==> config.mk <==
export PLATFORM = sky130hd
export DESIGN_NAME = fetch_unit_flat
export DESIGN_NICKNAME = d
export VERILOG_FILES = /design/src/rtl/fetch_if.sv /design/src/rtl/fetch_unit.sv /design/src/flat_wrapper.sv
export SDC_FILE = /design/constraint.sdc
export NUM_CORES = 1
export LEC_CHECK = 0
export BUFFER_PORTS_ARGS = -buffer_cell sky130_fd_sc_hd__buf_2
export CAP_MARGIN = 5
export CORE_ASPECT_RATIO = 1.4
export CORE_MARGIN = 4
export CORE_UTILIZATION = 54
export CTS_CLUSTER_DIAMETER = 80
export DETAILED_ROUTE_END_ITERATION = 8
export PLACE_DENSITY = 0.78
export SLEW_MARGIN = 20
export SYNTH_ARGS = -nofsm -noshare
export SYNTH_HDL_FRONTEND = slang
export SYNTH_SLANG_ARGS = --single-unit
==> constraint.sdc <==
create_clock -name clk -period 9.7 [get_ports clk]
set_input_delay 2.425 -clock clk [delete_from_list [all_inputs] [get_ports clk]]
set_output_delay 2.425 -clock clk [all_outputs]
set_load 0.05 [all_outputs]
==> src/rtl/fetch_if.sv <==
// Fetch-stage bus: instruction-memory req/ack, branch redirect and the
// valid/ready instruction stream toward decode.
interface fetch_if #(
  parameter int XLEN = 32
);
  logic            IFmem_req;
  logic [XLEN-1:0] IFmem_addr;
  logic            IFmem_ack;
  logic [XLEN-1:0] IFmem_rdata;
  logic            IFredirect;
  logic [XLEN-1:0] IFredirect_pc;
  logic            IFvalid;
  logic            IFready;
  logic [XLEN-1:0] IFinstruction;
  logic [XLEN-1:0] IFpc;
  logic [XLEN-1:0] IFpc_plus4;
  logic            IFmisaligned;

  modport master (
    output IFmem_req, IFmem_addr, IFvalid, IFinstruction, IFpc, IFpc_plus4, IFmisaligned,
    input  IFmem_ack, IFmem_rdata, IFredirect, IFredirect_pc, IFready
  );

  modport slave (
    input  IFmem_req, IFmem_addr, IFvalid, IFinstruction, IFpc, IFpc_plus4, IFmisaligned,
    output IFmem_ack, IFmem_rdata, IFredirect, IFredirect_pc, IFready
  );
endinterface

==> src/rtl/fetch_unit.sv <==
// Instruction fetch stage: owns the fetch PC, requests words over req/ack,
// buffers them in a small prefetch FIFO and flushes on a redirect.
module fetch_unit #(
  parameter int              XLEN     = 32,
  parameter logic [XLEN-1:0] RESET_PC = '0,
  parameter int              DEPTH    = 2
) (
  input  logic     clk,
  input  logic     reset,
  fetch_if.master  bus
);
  localparam int PTRW = $clog2(DEPTH);
  localparam int CNTW = PTRW + 1;
  localparam logic [XLEN-1:0] NOP = XLEN'(32'h0000_0013);

  typedef enum logic [1:0] {IDLE, WAIT, DROP} state_t;

  state_t          state, state_next;
  logic [XLEN-1:0] fpc, fpc_next, drop_addr;
  logic [CNTW-1:0] count, count_next;
  logic [PTRW-1:0] rd_ptr, wr_ptr;
  logic            misaligned;
  logic            req, ack, redirect, push, pop, space, valid;
  logic [XLEN-1:0] head_pc;
  logic [XLEN-1:0] pc_q   [DEPTH];
  logic [XLEN-1:0] inst_q [DEPTH];

  assign req      = (state != IDLE);
  assign ack      = bus.IFmem_ack & req;
  assign redirect = bus.IFredirect;
  assign valid    = (count != '0);
  assign push     = (state == WAIT) & ack & ~redirect;
  assign pop      = valid & bus.IFready & ~redirect;

  // Only request when the returning word is guaranteed a slot after this edge.
  always_comb begin
    count_next = count;
    if (redirect)
      count_next = '0;
    else if (push && !pop)
      count_next = count + CNTW'(1);
    else if (pop && !push)
      count_next = count - CNTW'(1);
    space = (count_next < CNTW'(DEPTH));
  end

  always_comb begin
    state_next = state;
    fpc_next   = fpc;
    if (redirect)
      fpc_next = {bus.IFredirect_pc[XLEN-1:2], 2'b00};
    else if (push)
      fpc_next = fpc + XLEN'(4);
    case (state)
      IDLE: if (!redirect && space) state_next = WAIT;
      WAIT: begin
        if (redirect)
          state_next = ack ? IDLE : DROP;
        else if (ack)
          state_next = space ? WAIT : IDLE;
      end
      DROP: if (ack) state_next = IDLE;
      default: state_next = IDLE;
    endcase
  end

  always_ff @(posedge clk) begin
    if (!reset) begin
      state      <= IDLE;
      fpc        <= RESET_PC;
      drop_addr  <= RESET_PC;
      count      <= '0;
      rd_ptr     <= '0;
      wr_ptr     <= '0;
      misaligned <= 1'b0;
    end else begin
      state      <= state_next;
      fpc        <= fpc_next;
      count      <= count_next;
      misaligned <= redirect & (|bus.IFredirect_pc[1:0]);
      // The in-flight request must keep its original address until acked.
      if (state == WAIT && redirect && !ack)
        drop_addr <= fpc;
      if (redirect) begin
        rd_ptr <= '0;
        wr_ptr <= '0;
      end else begin
        if (push) wr_ptr <= wr_ptr + PTRW'(1);
        if (pop)  rd_ptr <= rd_ptr + PTRW'(1);
      end
    end
  end

  always_ff @(posedge clk) begin
    if (reset && push) begin
      pc_q[wr_ptr]   <= fpc;
      inst_q[wr_ptr] <= bus.IFmem_rdata;
    end
  end

  assign head_pc           = valid ? pc_q[rd_ptr] : '0;
  assign bus.IFmem_req     = req;
  assign bus.IFmem_addr    = (state == DROP) ? drop_addr : fpc;
  assign bus.IFvalid       = valid;
  assign bus.IFinstruction = valid ? inst_q[rd_ptr] : NOP;
  assign bus.IFpc          = head_pc;
  assign bus.IFpc_plus4    = head_pc + XLEN'(4);
  assign bus.IFmisaligned  = misaligned;
endmodule

==> src/flat_wrapper.sv <==
// flat-port wrapper written by rule: the top's interface ports become plain ports
module fetch_unit_flat 
#(
  parameter int              XLEN     = 32,
  parameter logic [XLEN-1:0] RESET_PC = '0,
  parameter int              DEPTH    = 2
)
  (clk, reset, bus_IFmem_req, bus_IFmem_addr, bus_IFvalid, bus_IFinstruction, bus_IFpc, bus_IFpc_plus4, bus_IFmisaligned, bus_IFmem_ack, bus_IFmem_rdata, bus_IFredirect, bus_IFredirect_pc, bus_IFready);
  fetch_if #(.XLEN(XLEN)) bus_i ();
  input  logic clk;
  input  logic reset;
  output wire logic [$bits(bus_i.IFmem_req)-1:0] bus_IFmem_req;
  output wire logic [$bits(bus_i.IFmem_addr)-1:0] bus_IFmem_addr;
  output wire logic [$bits(bus_i.IFvalid)-1:0] bus_IFvalid;
  output wire logic [$bits(bus_i.IFinstruction)-1:0] bus_IFinstruction;
  output wire logic [$bits(bus_i.IFpc)-1:0] bus_IFpc;
  output wire logic [$bits(bus_i.IFpc_plus4)-1:0] bus_IFpc_plus4;
  output wire logic [$bits(bus_i.IFmisaligned)-1:0] bus_IFmisaligned;
  input wire logic [$bits(bus_i.IFmem_ack)-1:0] bus_IFmem_ack;
  input wire logic [$bits(bus_i.IFmem_rdata)-1:0] bus_IFmem_rdata;
  input wire logic [$bits(bus_i.IFredirect)-1:0] bus_IFredirect;
  input wire logic [$bits(bus_i.IFredirect_pc)-1:0] bus_IFredirect_pc;
  input wire logic [$bits(bus_i.IFready)-1:0] bus_IFready;
  assign bus_IFmem_req = bus_i.IFmem_req;
  assign bus_IFmem_addr = bus_i.IFmem_addr;
  assign bus_IFvalid = bus_i.IFvalid;
  assign bus_IFinstruction = bus_i.IFinstruction;
  assign bus_IFpc = bus_i.IFpc;
  assign bus_IFpc_plus4 = bus_i.IFpc_plus4;
  assign bus_IFmisaligned = bus_i.IFmisaligned;
  assign bus_i.IFmem_ack = bus_IFmem_ack;
  assign bus_i.IFmem_rdata = bus_IFmem_rdata;
  assign bus_i.IFredirect = bus_IFredirect;
  assign bus_i.IFredirect_pc = bus_IFredirect_pc;
  assign bus_i.IFready = bus_IFready;
  fetch_unit #(.XLEN(XLEN), .RESET_PC(RESET_PC), .DEPTH(DEPTH)) u_core (.clk(clk), .reset(reset), .bus(bus_i));
endmodule
==> run_results.csv, run 1 <==
group,metric,value,unit
drt,detail_route.vias_per_cell,5.49,
placed_design,dp_cells,1143,
setup_path,timing.setup.critical_path_class,"register to output port",
placed_design,finalWeightedCongestion,0.853,
setup_path,reg2reg_slack,7.06,ns
flow_run,cap_viol_max_count,0,
yosys,synthesis.area,0.00888,mm^2
grt,via_count_of_the_first_global_routing_pass,6155,
layout,area_growth,18.3,%
clock_network,number_of_cells_upsized_or_downsized_after_cts,0,
floorplan,initial_utilization,54.9,%
layout,antenna_cells,0,
setup_path,worstSetupEndpoint,"bus_IFpc_plus4[28]",
floorplan,floorplan.rows,55,
layout,post_route_cells_drive_above_1_share,28.0,%
clock_network,cts_tree,"done",
setup_path,r2r_start,"u_core.count[0]",
grt,grt_antenna_before_repair,0,
setup_path,timing.rr.end,"u_core.state[0]",
clock_network,post_cts_setup_driven_buffer_insertion_count,0,
worst_hold_path,min-delay-path-class,"register to register",
drt,ant_nets,0,
floorplan,core,0.0162,mm^2
floorplan,dieWidth,116,um
layout,layout.area.seq,0.00509,mm^2
floorplan,dieHeight,160,um
yosys,synth-edff-count,124,
drt,detail_route.first_pass.iterations,5,
power_and_ir_drop,total_power,1.68,mW
timing,max_freq,153,MHz
power_and_ir_drop,powerDensity,160,mW/mm^2
setup_path,timing.critical_path.required,7.28,ns
layout,instances_no_fill,1175,
drt,drcViolationCount,0,
timing,period_share,67.5,%
grt,groute.usage.overall,21.4,%
layout,finish.net_count,1037,
timing,rsz0062_at_grt,"no",
grt,grt_start_max_net_pins,70,
placed_design,port_buffers,193,
yosys,post_synth.cell_area_avg,11.2,um^2
clock_network,cts_htree_levels,4,
setup_path,worstSetupEndpointType,"output port",
timing,finalSetupTns,0,ns
floorplan,num_io_pins,200,
clock_network,cts_root_buffer,"sky130_fd_sc_hd__clkbuf_16",
clock_network,cts_buffer_depth,2,
power_and_ir_drop,ir_drop,0.000133,V
timing,finalSetupViolCount,0,
setup_path,path_cells,"buf_4 -> nand3_1 -> a221oi_1 -> nand4_1 -> nor4b_1 -> xor2_1 -> buf_2",
clock_network,cts.hold.buffers_added,0,
layout,mostFrequentLayoutCells,"sky130_fd_sc_hd__buf_2 (193), sky130_fd_sc_hd__edfxtp_1 (124), sky130_fd_sc_hd__nand2_1 (98)",
clock_network,tritoncts_num_sinks,192,
clock_network,clk_transition_reported_paths,0.07,ns
run_status,outcome,"completed",
yosys,synth-main-ff-cell,"sky130_fd_sc_hd__edfxtp_1",
timing,finalWorstPathRequiredPeriod,6.55,ns
setup_path,crit_path_max_incr_delay,0.75,ns
timing,tightest_slew,0.958,ns
setup_path,crit_path_max_fanout,43,
yosys,asyncSetResetFlopFracSynth,0,%
timing,worst_slew_margin_relative_to_its_limit,35.6,%
layout,multiInputGateArea,0.00355,mm^2
clock_network,cts_inserted_buffers,17,
placed_design,place_hpwl,13.8,mm
timing,timing.final.max_slew_violations,0,
yosys,synthesized_instance_count,790,
floorplan,die_area,0.0186,mm^2
yosys,synth.ff_latch_count,192,
setup_path,slowest_cp_cell,"sky130_fd_sc_hd__dfxtp_4",
layout,layout_commonest_cell,"sky130_fd_sc_hd__buf_2",
yosys,synth.lib_cells_used.distinct,51,
clock_network,clk_latency,0.43,ns
grt,grt_first_pass_wirelength,31.4,mm
drt,first_iter_violations,446,
setup_path,critPathArrivalTime,4.12,ns
timing,final-hold-violation-count,0,
yosys,proportion_of_synthesized_chip_area_in_sequential_cells,57.3,%
power_and_ir_drop,power.static_leakage,4.02,nW
timing,skew,0.0118,ns
drt,drt-total-wl,19.9,mm
grt,grt-ovfl-total,0,
layout,layout_fillers,1302,
setup_path,crit_path_start_kind,"register",
yosys,yosys_warnings,0,
drt,routedWlPerCell,16.9,um
drt,via_count,6447,
setup_path,r2r_cells,12,
==> final cells by class <==
class,count,area share [%]
Timing Repair Buffer,200,9.70
Clock inverter,14,1.25
Sequential cell,192,48.4
Tap cell,199,2.37
Clock buffer,18,4.09
Multi-Input combinational cell,542,33.8
Inverter,10,0.357
==> critical path: cells and delay by family (launching register included) <==
kind	cells	cell delay [ns]
AOI/OAI and AO/OA	1	0.54
xor gates and xnor gates	1	0.17
buffers and inverters	2	0.88
DFF	1	0.75
and+or+nand+nor	3	1.31
==> where the power goes <==
part	switching [mW]	internal [mW]	leakage, nW
registers	0.0226	0.883	1.68
clock network	0.307	0.358	0.271
logic	0.0733	0.0381	2.07
==> Yosys cell counts, types with 2 or more instances <==
cell type | n | area [um^2]
sky130_fd_sc_hd__and2_1 | 7 | 43.8
sky130_fd_sc_hd__nand2b_1 | 8 | 50.1
sky130_fd_sc_hd__nand3b_1 | 8 | 60.1
sky130_fd_sc_hd__buf_1 | 7 | 26.3
sky130_fd_sc_hd__mux2_2 | 29 | 327
sky130_fd_sc_hd__a31oi_1 | 2 | 12.5
sky130_fd_sc_hd__or2_2 | 2 | 12.5
sky130_fd_sc_hd__xnor2_1 | 21 | 184
sky130_fd_sc_hd__nor2b_1 | 2 | 12.5
sky130_fd_sc_hd__o21ai_0 | 28 | 140
sky130_fd_sc_hd__or3_1 | 3 | 18.8
sky130_fd_sc_hd__nand3_1 | 30 | 150
sky130_fd_sc_hd__clkbuf_1 | 27 | 101
sky130_fd_sc_hd__nor4_1 | 7 | 43.8
sky130_fd_sc_hd__inv_1 | 9 | 33.8
sky130_fd_sc_hd__nor3_1 | 16 | 80.1
sky130_fd_sc_hd__o211a_1 | 6 | 60.1
sky130_fd_sc_hd__a221oi_1 | 2 | 17.5
sky130_fd_sc_hd__o311a_1 | 4 | 40.0
sky130_fd_sc_hd__buf_4 | 7 | 52.6
sky130_fd_sc_hd__a211oi_1 | 4 | 30.0
sky130_fd_sc_hd__a21boi_0 | 31 | 233
sky130_fd_sc_hd__nand4_1 | 12 | 75.1
sky130_fd_sc_hd__nand2_1 | 98 | 368
sky130_fd_sc_hd__mux2i_1 | 62 | 621
sky130_fd_sc_hd__and4_1 | 3 | 26.3
sky130_fd_sc_hd__edfxtp_1 | 124 | 3720
sky130_fd_sc_hd__xor2_1 | 30 | 263
sky130_fd_sc_hd__nand4b_1 | 2 | 17.5
sky130_fd_sc_hd__nor3b_1 | 3 | 22.5
sky130_fd_sc_hd__nor2_1 | 69 | 259
sky130_fd_sc_hd__buf_2 | 8 | 40.0
sky130_fd_sc_hd__ha_1 | 5 | 62.6
sky130_fd_sc_hd__a21oi_1 | 23 | 115
sky130_fd_sc_hd__o21a_1 | 3 | 22.5
sky130_fd_sc_hd__dfxtp_1 | 68 | 1360
sky130_fd_sc_hd__and3_1 | 6 | 37.5
==> per-layer routing <==
metal,share of wire [%],global-route usage [%],vias up
li1,-,-,3178
met1,42,27.5,3044
met2,50,35.8,195
met3,5.5,4.44,30
met4,2.0,7.44,0
met5,0,0,-
==> sequential cells by signal, indices dropped and copies added, names as in the netlist, named ones only <==
register	cells
u_core.wr_ptr	1
u_core.bus.IFmisaligned	1
u_core.inst_q	64
u_core.count	2
u_core.pc_q	60
u_core.fpc	30
u_core.state	2
u_core.drop_addr	30
u_core.rd_ptr	1
==> per-stage QoR <==
step	worst slack [ns]	hold slack [ns]	area [um^2]	utilization, %
floorplan	2.08	0.425	8900	-
global placement	3.64	0.447	9940	61.5
detailed placement	3.56	0.457	9940	61.5
CTS	3.10	0.466	10500	64.9
global route	2.74	0.482	10500	65.0
finish	3.15	0.464	10500	65.0
==> worst min-delay path by stage <==
stage,start,endpoint,cells past startpoint
after floorplan,u_core.fpc[4],u_core.pc_q[0][4],0
after global placement,u_core.drop_addr[26],u_core.drop_addr[26],2
after detailed placement,u_core.drop_addr[3],u_core.drop_addr[3],2
after CTS,u_core.drop_addr[28],u_core.drop_addr[28],2
after global routing,u_core.drop_addr[5],u_core.drop_addr[5],2
final,u_core.drop_addr[6],u_core.drop_addr[6],2
==> logic make-up after synthesis <==
| group | synth area share, % |
|---|---|
| compound gates | 8.01 |
| xor+xnor | 5.03 |
| fa+ha+maj | 0.705 |
| buf+inv | 3.09 |
| flops | 57.3 |
| mux | 10.7 |
| other cells | 0.0422 |
| simple gates | 15.2 |
(Power assumes the default switching activity.)
==> inputs of run 2 (changes only) <==
CORE_UTILIZATION = 49   (was 54)
PLACE_DENSITY = 0.74   (was 0.78)
clock period = 5.45 ns   (was 9.7 ns; I/O delays follow)
==> run 2 against run 1 <==
- final cell count rose by 3.8%
- highest routed layer unchanged
- die area up 9.6%
- first-iteration DRC count fell by 20%
- flip-flop and latch count unchanged
- routed wire length rose by 2.1%
- sequential share of layout area fell by 0.67 points
==> run_results.csv, run 2 (synthesis gave the netlist of run 1 again) <==
group,metric,value,unit
layout,area_growth,20.0,%
floorplan,die_area,0.0204,mm^2
clock_network,cts.hold.buffers_added,0,
setup_path,crit_path_start_kind,"register",
drt,detail_route.vias_per_cell,5.26,
layout,antenna_cells,0,
power_and_ir_drop,pwr-share-clk,40.5,%
timing,period_share,87.0,%
timing,tightest_slew,1.03,ns
grt,global_route.peak_usage_layer,"met2",
clock_network,number_of_cells_upsized_or_downsized_after_cts,0,
grt,globalRouteMet3Util,3.48,%
power_and_ir_drop,power.static_leakage,4.07,nW
floorplan,dieWidth,122,um
setup_path,r2r_cells,5,
placed_design,place_hpwl,14.4,mm
timing,finalWorstPathRequiredPeriod,4.74,ns
layout,layout.area.seq,0.00509,mm^2
grt,use_met1,24.6,%
timing,final.setup.worst_slack,0.711,ns
placed_design,port_buffers,193,
drt,detail_route.first_pass.iterations,5,
setup_path,r2r_start,"u_core.state[0]",
placed_design,place_area,0.0101,mm^2
grt,groute.usage.overall,20.1,%
timing,finalSetupTns,0,ns
timing,rsz0062_at_grt,"no",
worst_hold_path,timing.hold.worst.start,"u_core.drop_addr[31]",
layout,finalInstanceArea,0.0107,mm^2
setup_path,reg2reg_slack,2.74,ns
setup_path,worstSetupEndpointType,"output port",
grt,grt_antenna_before_repair,0,
floorplan,initial_utilization,49.7,%
power_and_ir_drop,total_net_switching_power,751,uW
timing,final-hold-violation-count,0,
drt,via_count,6423,
layout,mostFrequentLayoutCells,"sky130_fd_sc_hd__buf_2 (193), sky130_fd_sc_hd__edfxtp_1 (124), sky130_fd_sc_hd__nand2_1 (98)",
grt,via_count_of_the_first_global_routing_pass,6425,
power_and_ir_drop,power_frac_comb,6.6,%
drt,routedWlPerCell,16.6,um
clock_network,cts_root_buffer,"sky130_fd_sc_hd__clkbuf_16",
worst_hold_path,min-delay-path-class,"register to register",
timing,max_freq,211,MHz
drt,ant_nets,0,
drt,first_iter_violations,357,
power_and_ir_drop,powerDensity,286,mW/mm^2
layout,finish.net_count,1041,
grt,grt_first_pass_wirelength,32.3,mm
setup_path,crit_path_max_fanout,35,
timing,worst_slew_margin_relative_to_its_limit,31.0,%
power_and_ir_drop,share_seq_of_total_power,52.9,%
setup_path,timing.rr.end,"u_core.inst_q[1][16]",
timing,finalSetupViolCount,0,
floorplan,floorplan.rows,58,
grt,grt-ovfl-total,0,
layout,finish.utilization,59.7,%
layout,multiInputGateArea,0.00359,mm^2
layout,layout_fillers,1529,
clock_network,cts_htree_levels,4,
clock_network,cts_buffer_depth,2,
layout,largestRegisters,"u_core.inst_q (64), u_core.pc_q (60)",
power_and_ir_drop,power_switching_share,24.7,%
placed_design,place_worst_setup_slack,1.16,ns
drt,drt-total-wl,20.3,mm
power_and_ir_drop,internal_power,2.29,mW
placed_design,finalWeightedCongestion,0.828,
setup_path,critPathArrivalTime,3.38,ns
grt,grt_start_max_net_pins,65,
clock_network,tritoncts_num_sinks,192,
timing,timing.final.max_slew_violations,0,
power_and_ir_drop,ir_drop,0.000200,V
clock_network,post_cts_setup_driven_buffer_insertion_count,0,
setup_path,timing.setup.critical_path_class,"register to output port",
timing,skew,0.0121,ns
worst_hold_path,hold_path_depth,2,
floorplan,core,0.0179,mm^2
layout,largest_reg_flops,64,
floorplan,num_io_pins,200,
run_status,outcome,"completed",
grt,gr-usage-met2,34.7,%
clock_network,cts_tree,"done",
flow_run,cap_viol_max_count,0,
drt,drcViolationCount,0,
floorplan,dieHeight,167,um
power_and_ir_drop,total_power,3.04,mW
layout,layout_commonest_cell,"sky130_fd_sc_hd__buf_2",
worst_hold_path,whs_endpoint,"u_core.drop_addr[31]",
clock_network,clk_latency,0.43,ns
setup_path,timing.critical_path.required,4.09,ns
clock_network,cts_inserted_buffers,17,
layout,regMostFlops,"u_core.inst_q",
layout,post_route_cells_drive_above_1_share,28.8,%
clock_network,clk_transition_reported_paths,0.07,ns
## run 2: cell types whose count changed in the layout (fill, tap and decap cells not counted), moves of 2 or more
cell / previous run / this run
sky130_fd_sc_hd__buf_4: 7 / 11
sky130_fd_sc_hd__inv_6: 3 / 6
sky130_fd_sc_hd__xor2_1: 30 / 27
sky130_fd_sc_hd__xor2_2: 0 / 3
sky130_fd_sc_hd__clkinv_2: 3 / 1
## run 2: power groups by stage
stage,logic [mW],clock network [mW],registers (mW)
floorplan,0.145,0,1.63
global placement,0.199,0,1.64
detailed placement,0.201,0,1.64
CTS,0.202,1.26,1.61
global route,0.216,1.31,1.61
finish,0.201,1.23,1.61
## run 2: layout make-up
cell class	count	area share, %
sequential	192	47.8
inverter	10	0.352
clock inverter	15	1.53
tap	240	2.82
clock buffer	17	3.99
timing repair buffer	204	9.84
multi-input combinational	542	33.7
## run 2: worst max-delay path by stage
stage	end	from	cells after the start
after CTS	bus_IFpc_plus4[28]	u_core.count[0]	10
after floorplan	bus_IFpc_plus4[20]	register	12
after detailed placement	bus_IFpc_plus4[28]	u_core.count[0]	10
after global placement	bus_IFpc_plus4[21]	u_core.count[0]	7
final	bus_IFpc_plus4[28]	register	7
after global routing	bus_IFpc_plus4[18]	u_core.count[0]	10
## run 2: per-stage QoR
stage	instances	hold WS [ns]
final	1220	0.463
after CTS	1220	0.467
after detailed placement	1188	0.457
after global placement	1188	0.448
after global routing	1220	0.482
after floorplan	795	0.425
## run 2: critical path: stages (launching register included)
cell and delay (ns):
sky130_fd_sc_hd__dfxtp_4 0.54, sky130_fd_sc_hd__buf_4 0.47, sky130_fd_sc_hd__nand3_1 0.22, sky130_fd_sc_hd__a221oi_1 0.63, sky130_fd_sc_hd__nand2_1 0.14, sky130_fd_sc_hd__nor4b_1 0.48
sky130_fd_sc_hd__xor2_2 0.16, sky130_fd_sc_hd__buf_2 0.27
## run 2: per-layer routing
metal	vias up	wire length [um]	part of all wire (%)
met5	-	0	0
met4	0	492	2.4
met3	34	1010	4.9
met2	172	10200	50
met1	3034	8630	43
li1	3183	-	-
==> inputs of run 3 (changes only) <==
CAP_MARGIN = not set   (was 5)
CORE_UTILIZATION = 40   (was 49)
PLACE_DENSITY = 0.62   (was 0.74)
==> run 3 against run 2 <==
- hold slack lost 0.0012 ns
- highest routed layer unchanged
- clock skew up 0.00091 ns
- routed wire length rose by 5.5%
- first-iteration DRC count is 31% lower
- critical path type unchanged
- cell area up 0.86%
- sequential power barely moved
==> run_results.csv, run 3 (synthesis gave the netlist of run 1 again) <==
group,metric,value,unit
run_status,outcome,"completed",
floorplan,floorplan.rows,64,
floorplan,die_area,0.0247,mm^2
layout,post_route_cells_drive_above_1_share,28.8,%
clock_network,cts.hold.buffers_added,0,
floorplan,dieWidth,134,um
power_and_ir_drop,total_power,3.08,mW
setup_path,crit_path_start_kind,"register",
drt,routedWlPerCell,16.8,um
timing,timing.final.max_slew_violations,0,
timing,final.setup.worst_slack,0.301,ns
layout,largest_reg_flops,64,
timing,finalSetupViolCount,0,
layout,antenna_cells,0,
layout,finalInstanceArea,0.0107,mm^2
grt,grt-ovfl-total,0,
power_and_ir_drop,ir_drop,0.000202,V
timing,period_share,94.5,%
layout,mostFrequentLayoutCells,"sky130_fd_sc_hd__buf_2 (193), sky130_fd_sc_hd__edfxtp_1 (124), sky130_fd_sc_hd__nand2_1 (98)",
timing,finalSetupTns,0,ns
grt,groute.usage.overall,17.1,%
layout,multiInputGateArea,0.00359,mm^2
clock_network,cts_htree_levels,4,
timing,skew,0.0130,ns
timing,rsz0062_at_grt,"no",
grt,grt_first_pass_wirelength,33.5,mm
timing,finalWorstPathRequiredPeriod,5.15,ns
layout,regMostFlops,"u_core.inst_q",
power_and_ir_drop,powerDensity,287,mW/mm^2
flow_run,cap_viol_max_count,0,
drt,via_count,6420,
placed_design,place_hpwl,15.3,mm
placed_design,finalWeightedCongestion,0.796,
drt,first_iter_violations,248,
setup_path,worstSetupEndpointType,"output port",
setup_path,timing.setup.critical_path_class,"register to output port",
floorplan,core,0.0219,mm^2
placed_design,place_area,0.0101,mm^2
setup_path,crit_path_max_fanout,43,
layout,finish.net_count,1041,
layout,layout.area.seq,0.00509,mm^2
clock_network,cts_inserted_buffers,17,
setup_path,timing.critical_path.required,4.09,ns
drt,detail_route.first_pass.iterations,4,
timing,final-hold-violation-count,0,
grt,grt_antenna_before_repair,0,
timing,tightest_slew,1.01,ns
worst_hold_path,min-delay-path-class,"register to register",
clock_network,clk_transition_reported_paths,0.07,ns
floorplan,initial_utilization,40.6,%
drt,detail_route.vias_per_cell,5.03,
drt,ant_nets,0,
power_and_ir_drop,power.static_leakage,4.08,nW
floorplan,dieHeight,184,um
clock_network,cts_root_buffer,"sky130_fd_sc_hd__clkbuf_16",
layout,layout_fillers,2017,
clock_network,cts_tree,"done",
setup_path,critPathArrivalTime,3.79,ns
placed_design,port_buffers,193,
floorplan,num_io_pins,200,
timing,worst_slew_margin_relative_to_its_limit,31.8,%
clock_network,number_of_cells_upsized_or_downsized_after_cts,0,
timing,max_freq,194,MHz
clock_network,post_cts_setup_driven_buffer_insertion_count,0,
grt,via_count_of_the_first_global_routing_pass,6331,
drt,drt-total-wl,21.4,mm
clock_network,cts_buffer_depth,2,
layout,area_growth,21.0,%
layout,layout_commonest_cell,"sky130_fd_sc_hd__buf_2",
grt,grt_start_max_net_pins,63,
clock_network,tritoncts_num_sinks,192,
clock_network,clk_latency,0.43,ns
placed_design,place_worst_setup_slack,0.725,ns
layout,largestRegisters,"u_core.inst_q (64), u_core.pc_q (60)",
drt,drcViolationCount,0,
[run 3: layer usage]
metal  wire [um]  track usage [%]  vias to the layer above
li1            -                -                     3171
met1        9200             21.4                     3031
met2       10600             28.9                      186
met3        1150             3.66                       32
met4         524             6.71                        0
met5           0                0                        -
[run 3: final timing paths]
kind         slack [ns]            startpoint  cells after the start              endpoint
min reg2reg        0.46  u_core.drop_addr[30]                      2  u_core.drop_addr[30]
max                0.30       u_core.count[0]                      9    bus_IFpc_plus4[28]
max reg2reg        2.81         u_core.fpc[3]                      6        u_core.fpc[26]
min                0.46  u_core.drop_addr[30]                      2  u_core.drop_addr[30]
[run 3: final cells by class]
cell class                 instances  area share (%)
tap                              297            3.46
multi-input combinational        542            33.4
inverter                          10           0.349
sequential                       192            47.4
clock buffer                      18            4.09
timing repair buffer             204            9.76
clock inverter                    14            1.57
[run 3: metrics by stage]
stage          util, %  std cells  hold slack (ns)
4_1_cts           49.1       1277            0.465
6_report          49.1       1277            0.462
3_5_place_dp      46.4       1245            0.454
5_1_grt           49.1       1277            0.486
3_3_place_gp      46.4       1245            0.447
2_1_floorplan        -        795            0.425
[run 3: critical path, stage by stage, from the launching register on]
cell                      delay [ns]
sky130_fd_sc_hd__dfxtp_1        0.35
sky130_fd_sc_hd__inv_1          0.05
sky130_fd_sc_hd__ha_2           0.45
sky130_fd_sc_hd__nor2_1         0.28
sky130_fd_sc_hd__ha_1           0.21
sky130_fd_sc_hd__nor3b_1        0.42
sky130_fd_sc_hd__nand4_1        0.48
sky130_fd_sc_hd__nor4b_1        0.64
sky130_fd_sc_hd__xor2_2         0.18
sky130_fd_sc_hd__buf_2          0.29
[run 3: report_power, final]
group | leakage, nW | switching (mW) | total (mW) | internal (mW)
combinational | 2.10 | 0.133 | 0.201 | 0.0685
sequential | 1.68 | 0.0400 | 1.61 | 1.57
clock | 0.295 | 0.565 | 1.27 | 0.706
total | 4.08 | 0.737 | 3.08 | 2.35
